**config.mk**
```make
export PLATFORM = sky130hd
export DESIGN_NAME = axis_word_emitter_flat
export DESIGN_NICKNAME = d
export VERILOG_FILES = /design/src/rtl/axis_word_emitter_if.sv /design/src/rtl/axis_word_emitter.sv /design/src/flat_wrapper.sv
export SDC_FILE = /design/constraint.sdc
export NUM_CORES = 1
export LEC_CHECK = 0
export ABC_AREA = 1
export CAP_MARGIN = 20
export CORE_ASPECT_RATIO = 1.2
export CORE_MARGIN = 5
export CORE_UTILIZATION = 53
export CTS_CLUSTER_SIZE = 14
export DETAILED_ROUTE_END_ITERATION = 6
export PLACE_DENSITY_LB_ADDON = 0.15
export SLEW_MARGIN = 5
export SYNTH_ARGS = -nofsm -noshare
export SYNTH_HDL_FRONTEND = slang
export SYNTH_SLANG_ARGS = --single-unit
```
**constraint.sdc**
```tcl
create_clock -name aclk -period 4.5 [get_ports aclk]
set_input_delay 0.9 -clock aclk [delete_from_list [all_inputs] [get_ports aclk]]
set_output_delay 0.9 -clock aclk [all_outputs]
set_load 0.03 [all_outputs]
```
**src/rtl/axis_word_emitter_if.sv**
```systemverilog
// AXI4-Stream bundle (tdata/tvalid/tready/tlast) for axis_word_emitter.
// master drives data/valid/last; slave drives ready.
interface axis_word_emitter_if #(
  parameter int AXIS_TDATA_WIDTH = 32
);
  logic [AXIS_TDATA_WIDTH-1:0] tdata;
  logic                        tvalid;
  logic                        tready;
  logic                        tlast;

  modport master (
    output tdata,
    output tvalid,
    output tlast,
    input  tready
  );

  modport slave (
    input  tdata,
    input  tvalid,
    input  tlast,
    output tready
  );
endinterface

```
**src/rtl/axis_word_emitter.sv**
```systemverilog
// Trigger-edge launched AXI4-Stream burst of a latched configuration word.
// Optional AXIS_EMITTER_INCR_EN: ramp mode, beat k carries cfg_data + k.
module axis_word_emitter #(
  parameter int AXIS_TDATA_WIDTH = 32,
  parameter int CNT_WIDTH        = 16
) (
  input  logic                        aclk,
  input  logic                        aresetn,
  input  logic [AXIS_TDATA_WIDTH-1:0] cfg_data,
  input  logic [CNT_WIDTH-1:0]        cfg_count,
  input  logic                        trigger,
  axis_word_emitter_if.master         m_axis,
  output logic                        busy,
  output logic                        done,
  output logic [CNT_WIDTH-1:0]        sent_count
);

  typedef enum logic {
    IDLE = 1'b0,
    RUN  = 1'b1
  } state_t;

  state_t                      state;
  logic                        trigger_q;
  logic                        trig_edge;
  logic [AXIS_TDATA_WIDTH-1:0] data_reg;
  logic [CNT_WIDTH-1:0]        remaining;
  logic                        tvalid_r;
  logic                        tlast_r;
  logic                        beat_ok;

  assign trig_edge = trigger & ~trigger_q;
  assign beat_ok   = tvalid_r & m_axis.tready;

  assign m_axis.tdata  = data_reg;
  assign m_axis.tvalid = tvalid_r;
  assign m_axis.tlast  = tlast_r;

  // trigger_q resets high so a trigger already asserted at release is not an edge
  always_ff @(posedge aclk or negedge aresetn) begin
    if (!aresetn) begin
      state      <= IDLE;
      trigger_q  <= 1'b1;
      data_reg   <= '0;
      remaining  <= '0;
      tvalid_r   <= 1'b0;
      tlast_r    <= 1'b0;
      busy       <= 1'b0;
      done       <= 1'b0;
      sent_count <= '0;
    end else begin
      trigger_q <= trigger;
      done      <= 1'b0;
      case (state)
        IDLE: begin
          if (trig_edge) begin
            sent_count <= '0;
            if (cfg_count != '0) begin
              data_reg  <= cfg_data;
              remaining <= cfg_count;
              tvalid_r  <= 1'b1;
              tlast_r   <= (cfg_count == CNT_WIDTH'(1));
              busy      <= 1'b1;
              state     <= RUN;
            end
          end
        end
        RUN: begin
          if (beat_ok) begin
            sent_count <= sent_count + CNT_WIDTH'(1);
            remaining  <= remaining - CNT_WIDTH'(1);
`ifdef AXIS_EMITTER_INCR_EN
            data_reg   <= data_reg + AXIS_TDATA_WIDTH'(1);
`endif
            if (tlast_r) begin
              tvalid_r <= 1'b0;
              tlast_r  <= 1'b0;
              busy     <= 1'b0;
              done     <= 1'b1;
              state    <= IDLE;
            end else begin
              // next beat is last when two beats were outstanding before this one
              tlast_r <= (remaining == CNT_WIDTH'(2));
            end
          end
        end
        default: state <= IDLE;
      endcase
    end
  end

endmodule

```
**src/flat_wrapper.sv**
```systemverilog
// flat-port wrapper written by rule: the top's interface ports become plain ports
module axis_word_emitter_flat 
#(
  parameter int AXIS_TDATA_WIDTH = 32,
  parameter int CNT_WIDTH        = 16
)
  (aclk, aresetn, cfg_data, cfg_count, trigger, busy, done, sent_count, m_axis_tdata, m_axis_tvalid, m_axis_tlast, m_axis_tready);
  axis_word_emitter_if #(.AXIS_TDATA_WIDTH(AXIS_TDATA_WIDTH)) m_axis_i ();
  input  logic aclk;
  input  logic aresetn;
  input  logic [AXIS_TDATA_WIDTH-1:0] cfg_data;
  input  logic [CNT_WIDTH-1:0] cfg_count;
  input  logic trigger;
  output logic busy;
  output logic done;
  output logic [CNT_WIDTH-1:0] sent_count;
  output wire logic [$bits(m_axis_i.tdata)-1:0] m_axis_tdata;
  output wire logic [$bits(m_axis_i.tvalid)-1:0] m_axis_tvalid;
  output wire logic [$bits(m_axis_i.tlast)-1:0] m_axis_tlast;
  input wire logic [$bits(m_axis_i.tready)-1:0] m_axis_tready;
  assign m_axis_tdata = m_axis_i.tdata;
  assign m_axis_tvalid = m_axis_i.tvalid;
  assign m_axis_tlast = m_axis_i.tlast;
  assign m_axis_i.tready = m_axis_tready;
  axis_word_emitter #(.AXIS_TDATA_WIDTH(AXIS_TDATA_WIDTH), .CNT_WIDTH(CNT_WIDTH)) u_core (.aclk(aclk), .aresetn(aresetn), .cfg_data(cfg_data), .cfg_count(cfg_count), .trigger(trigger), .m_axis(m_axis_i), .busy(busy), .done(done), .sent_count(sent_count));
endmodule
```
---- Yosys cells after proc, flatten, opt, wreduce, memory -nomap -nowiden ----
Cells that the tools add are included.
operators by class
  add/subtract/negate cells ............... 2
  reduce and logical (&&, ||, !) cells .... 5
  equal/unequal tests ..................... 6
  bitwise operators ....................... 4
  multiplexer cells ....................... 25
operators by type and width
  cell                     count
  $mux W16                 5
  $pmux W16 S2             2
  $add A16 B1 Y16 const B  1
  $eq A16 B1 Y1 const B    1
  $eq A16 B2 Y1 const B    1
  $reduce_bool A16 Y1      1
  $sub A16 B1 Y16 const B  1
  $mux W1                  15
  $pmux W1 S2              3
  $reduce_and A3 Y1        2
  $ne A2 B1 Y1 const B     2
  $ne A2 B2 Y1 const B     2
  $reduce_and A4 Y1        1
  $and A1 B1 Y1            2
  $not A1 Y1               2
  $reduce_and A2 Y1        1
storage, ports and cells
  output and inout bits ................... 52
  input bits .............................. 52
  word-level logic and storage cells ...... 50
  flip-flop bits (word level) ............. 69

---- Depth between registers and ports, before layout ----
  depth in word-level cells ............... 4
  depth in mapped cells ................... 10
  gate-level depth less buffers ........... 10

---- Worst setup path after synthesis ----
No wires, ideal clock.
  kind .................................... input to register
  start ................................... in cfg_count[14]
  end ..................................... reg u_core.remaining[0]
  arrival ................................. 1,713 ps
  library setup time ...................... 123 ps
  stages .................................. 9
  data required time ...................... 4,377 ps
  buffers on the path ..................... 1
  path slack .............................. 2,665 ps
  path through ............................ nor2_1 nand2_1 nor2_2 nand2_4 nand2_8 nand2_4 buf_6 nand2_1 o21ai_2
between the ends
  word-level cells in the longest chain between the ends .. 3
RTL lines
  element                             line                     RTL
  start: declaration                  flat_wrapper.sv:12       input logic [CNT_WIDTH-1:0] cfg_count;
  $reduce_bool A16 Y1                 axis_word_emitter.sv:58  if (cfg_count != '0) begin
  $ne A2 B1 Y1 (no source line)       -
  $reduce_and A3 Y1 (no source line)  -
  end signal: assignment              axis_word_emitter.sv:60  remaining <= cfg_count;
  end signal: assignment              axis_word_emitter.sv:71  remaining <= remaining - CNT_WIDTH'(1);
  end: declaration                    axis_word_emitter.sv:27  logic [CNT_WIDTH-1:0] remaining;
No other way between the ends.
A chain may end at the register's enable or synchronous reset.

---- Worst setup path in the final report ----
  start ................................... in cfg_count[14]
  end ..................................... reg u_core.remaining[12]
The elaborated chain is that of the path after synthesis.

==> key figures <==
Timing
  • Minimum clock period after layout: 2.55 ns
  • Clock Skew: 0.0120 ns
  • Fmax: 392 MHz
  • Final setup violating endpoints: 0
  • RSZ-0062 raised after global routing: no
  • Slew Limit Fails: 0
  • Least-Margin Pin Slew: 0.377 ns
  • Setup TNS: 0 ns
  • Slew HR: approximately 75%
  • Setup ws final: 1.95 ns
  • Final hold vios: 0
  • Fin crit share: between 50 and 60%

Detailed routing
  • Drt initial violations: between 200 and 250
  • DRT Pass-1 Iters: 5
  • Post-route DRC: 0
  • WL per Instance: roughly 14 um
  • Vias: 3734
  • Post-DR vias/cell: 5.29
  • Post-DRT Antenna Nets: 0
  • DRT Wirelength: about 10000 um

Cells and area
  • Layout area overhead: 33.1%
  • Fillers: between 600 and 700
  • Seq. cell area: 0.00173 mm^2
  • Multi-input logic area: 0.00185 mm^2
  • Diode count: 0
  • Layout cells sized above 1: between 10% and 20%
  • Nets@finish: approximately 670

Synthesis
  • Post-synth EDFFs: 0
  • Post-synth ARST share: 100%
  • Post-synthesis sequential area ratio: 44.8%
  • Syn nets: about 570
  • Synth top area share: approximately 44%
  • Count leader, synth: nand2_1
  • #FFs+latches synth: between 60 and 70
  • Post-Synthesis Cell Area: 0.00386 mm^2
  • Post-synth top cells: 177 x nand2_1, 68 x dfrtp_1, 64 x nand3_1, 54 x nor2_1, 34 x inv_1
  • Synth warnings: 0
  • Largest cells by area after synthesis: dfrtp_1 44%, nand2_1 17%, nand3_1 8.3%, nor2_1 5.3%, inv_1 3.3%
  • Post-synth top area cell: dfrtp_1
  • Synth Instances: between 500 and 600
  • Synth Area per Inst: ~7.5 um^2
  • Post-synth top flop: dfrtp_1
  • Cell variety after synth: 35

Floorplan
  • # rows: 34
  • Top-level I/O count: 104
  • Die area: 0.00910 mm^2
  • Core Area: 0.00719 mm^2
  • Initial Util: 53.7%
  • Die width: 87.9 um
  • Chip Height: a little over 100 um

Power and ir drop
  • Leakage power: 2.41 nW
  • Power, Total: 0.00327 W
  • Worst IR drop on VDD: 0.000500 V
  • Cell Pwr Density: 636 mW/mm^2

Critical path
  • Nature of the critical path endpoint: flip-flop
  • CP Data Arrival Time: 2.78 ns
  • WP data required: 4.73 ns
  • Worst Path Max Fanout: 35
  • Worst Setup Path Type: primary input to flip-flop
  • Critical path startpoint category: primary input

Clock tree
  • Root Buffer: clkbuf_8
  • H-Tree Depth: 3
  • Inserted Clock Buffers: 9
  • Post-CTS resize count: 0
  • Worst skew pair latency: 0.35 ns
  • CTS tree: built
  • Total setup buffers inserted after CTS: 0
  • Max clock buf depth: 2
  • CTS clk-pin slew, worst paths: 0.08 ns
  • CTS Hold Bufs: 0
  • Clock sinks: 69

Placement
  • I/O Buffers: 103
  • Place WS: between 1.5 and 2 ns
  • GP Congestion: 0.885
  • Detailed Place HPWL: 7090 um

GRT
  • Maximum number of pins on one net before global-route repair: 47
  • Total gr overflow: 0
  • GRT Util Overall: a little under a quarter
  • Vias in the first global route: 3729
  • First-pass GRT wire length: 16400 um
  • Initial antenna violation count: 0

Status
  • Status: complete, no violations

Hold path
  • Hold Crit Class: primary input to async pin

Run
  • Max Cap Viol: 0
metrics by stage:
stage | std cells | instance area (um^2) | util (%) | hold WS (ns)
after floorplan | 513 | 3860 | - | 0.471
after global placement | 689 | 4890 | 68.1 | 0.453
after detailed placement | 689 | 4890 | 68.1 | 0.462
after CTS | 705 | 5120 | 71.2 | 0.480
after global routing | 706 | 5140 | 71.4 | 0.351
final | 706 | 5140 | 71.4 | 0.350
critical path: stages:
cell,delay (ns)
clkdlybuf4s50_1,0.43
nor2_1,0.11
nand2_1,0.07
nor2_2,0.22
nand2_4,0.28
nand2_8,0.28
nand2_4,0.25
nor2_1,0.16
a21oi_1,0.05
kinds of logic (layout without fill, tap and decap cells):
kind of cell / count (synthesis) / count (layout) / share of synthesized area (%)
flops: 69 / 69 / 44.8
fa+ha+maj: 3 / 3 / 0.973
buf+inv: 59 / 162 / 7.23
simple gates: 348 / 348 / 41.6
xor+xnor: 1 / 1 / 0.227
compound gates: 33 / 33 / 5.19
area by class of cell:
class                           count  share of cell area (%)
Clock inverter                      7                    1.90
Inverter                           40                    3.12
Timing Repair Buffer              106                    20.7
Clock buffer                        9                    2.41
Multi-Input combinational cell    385                    36.1
Tap cell                           90                    2.19
Sequential cell                    69                    33.6
cell usage in the layout (no fill, tap or decap), types with 7 or more instances in the layout:
master	netlist	routed
nand2_1	177	177
clkdlybuf4s50_1	0	102
dfrtp_1	68	68
nand3_1	64	64
nor2_1	54	54
inv_1	34	34
nand4_1	13	13
o21ai_0	12	12
clkbuf_8	0	9
nand3_2	7	7
nand2_2	7	7
o21ai_2	7	7
power by group:
part	internal [W]	switching, W
combinational	0.000613	0.00102
sequential	0.000866	0.000200
clock	0.000315	0.000253
total	0.00179	0.00148
path summary, 6_finish.rpt:
check	from	to	slack [ns]	cells after the start
worst max-delay path	cfg_count[14]	u_core.remaining[12]	1.95	9
worst min-delay path	aresetn	u_core.remaining[5]	0.35	1
worst max register to register	u_core.remaining[0]	u_core.remaining[10]	2.62	9
worst min register to register	u_core.m_axis.tdata[8]	u_core.m_axis.tdata[8]	0.48	2
max in group asynchronous	aresetn	u_core.sent_count[14]	3.32	3
min in group aclk	u_core.m_axis.tdata[8]	u_core.m_axis.tdata[8]	0.48	2
per-layer routing:
layer  track usage [%]  vias to the layer above  part of all wire (%)
li1                  -                     1842                     -
met1              27.7                     1728                    40
met2              37.5                      142                    47
met3              7.05                       22                    10
met4              11.3                        0                   2.9
met5                 0                        -                     0
state kept, by name, summed over array words and instances, names as in the netlist:
register              count
u_core.m_axis.tdata      32
u_core.remaining         16
u_core.sent_count        16
u_core.done               1
u_core.m_axis.tlast       1
u_core.m_axis.tvalid      1
u_core.state              1
u_core.trigger_q          1
Power figures use the tool's default switching activity.
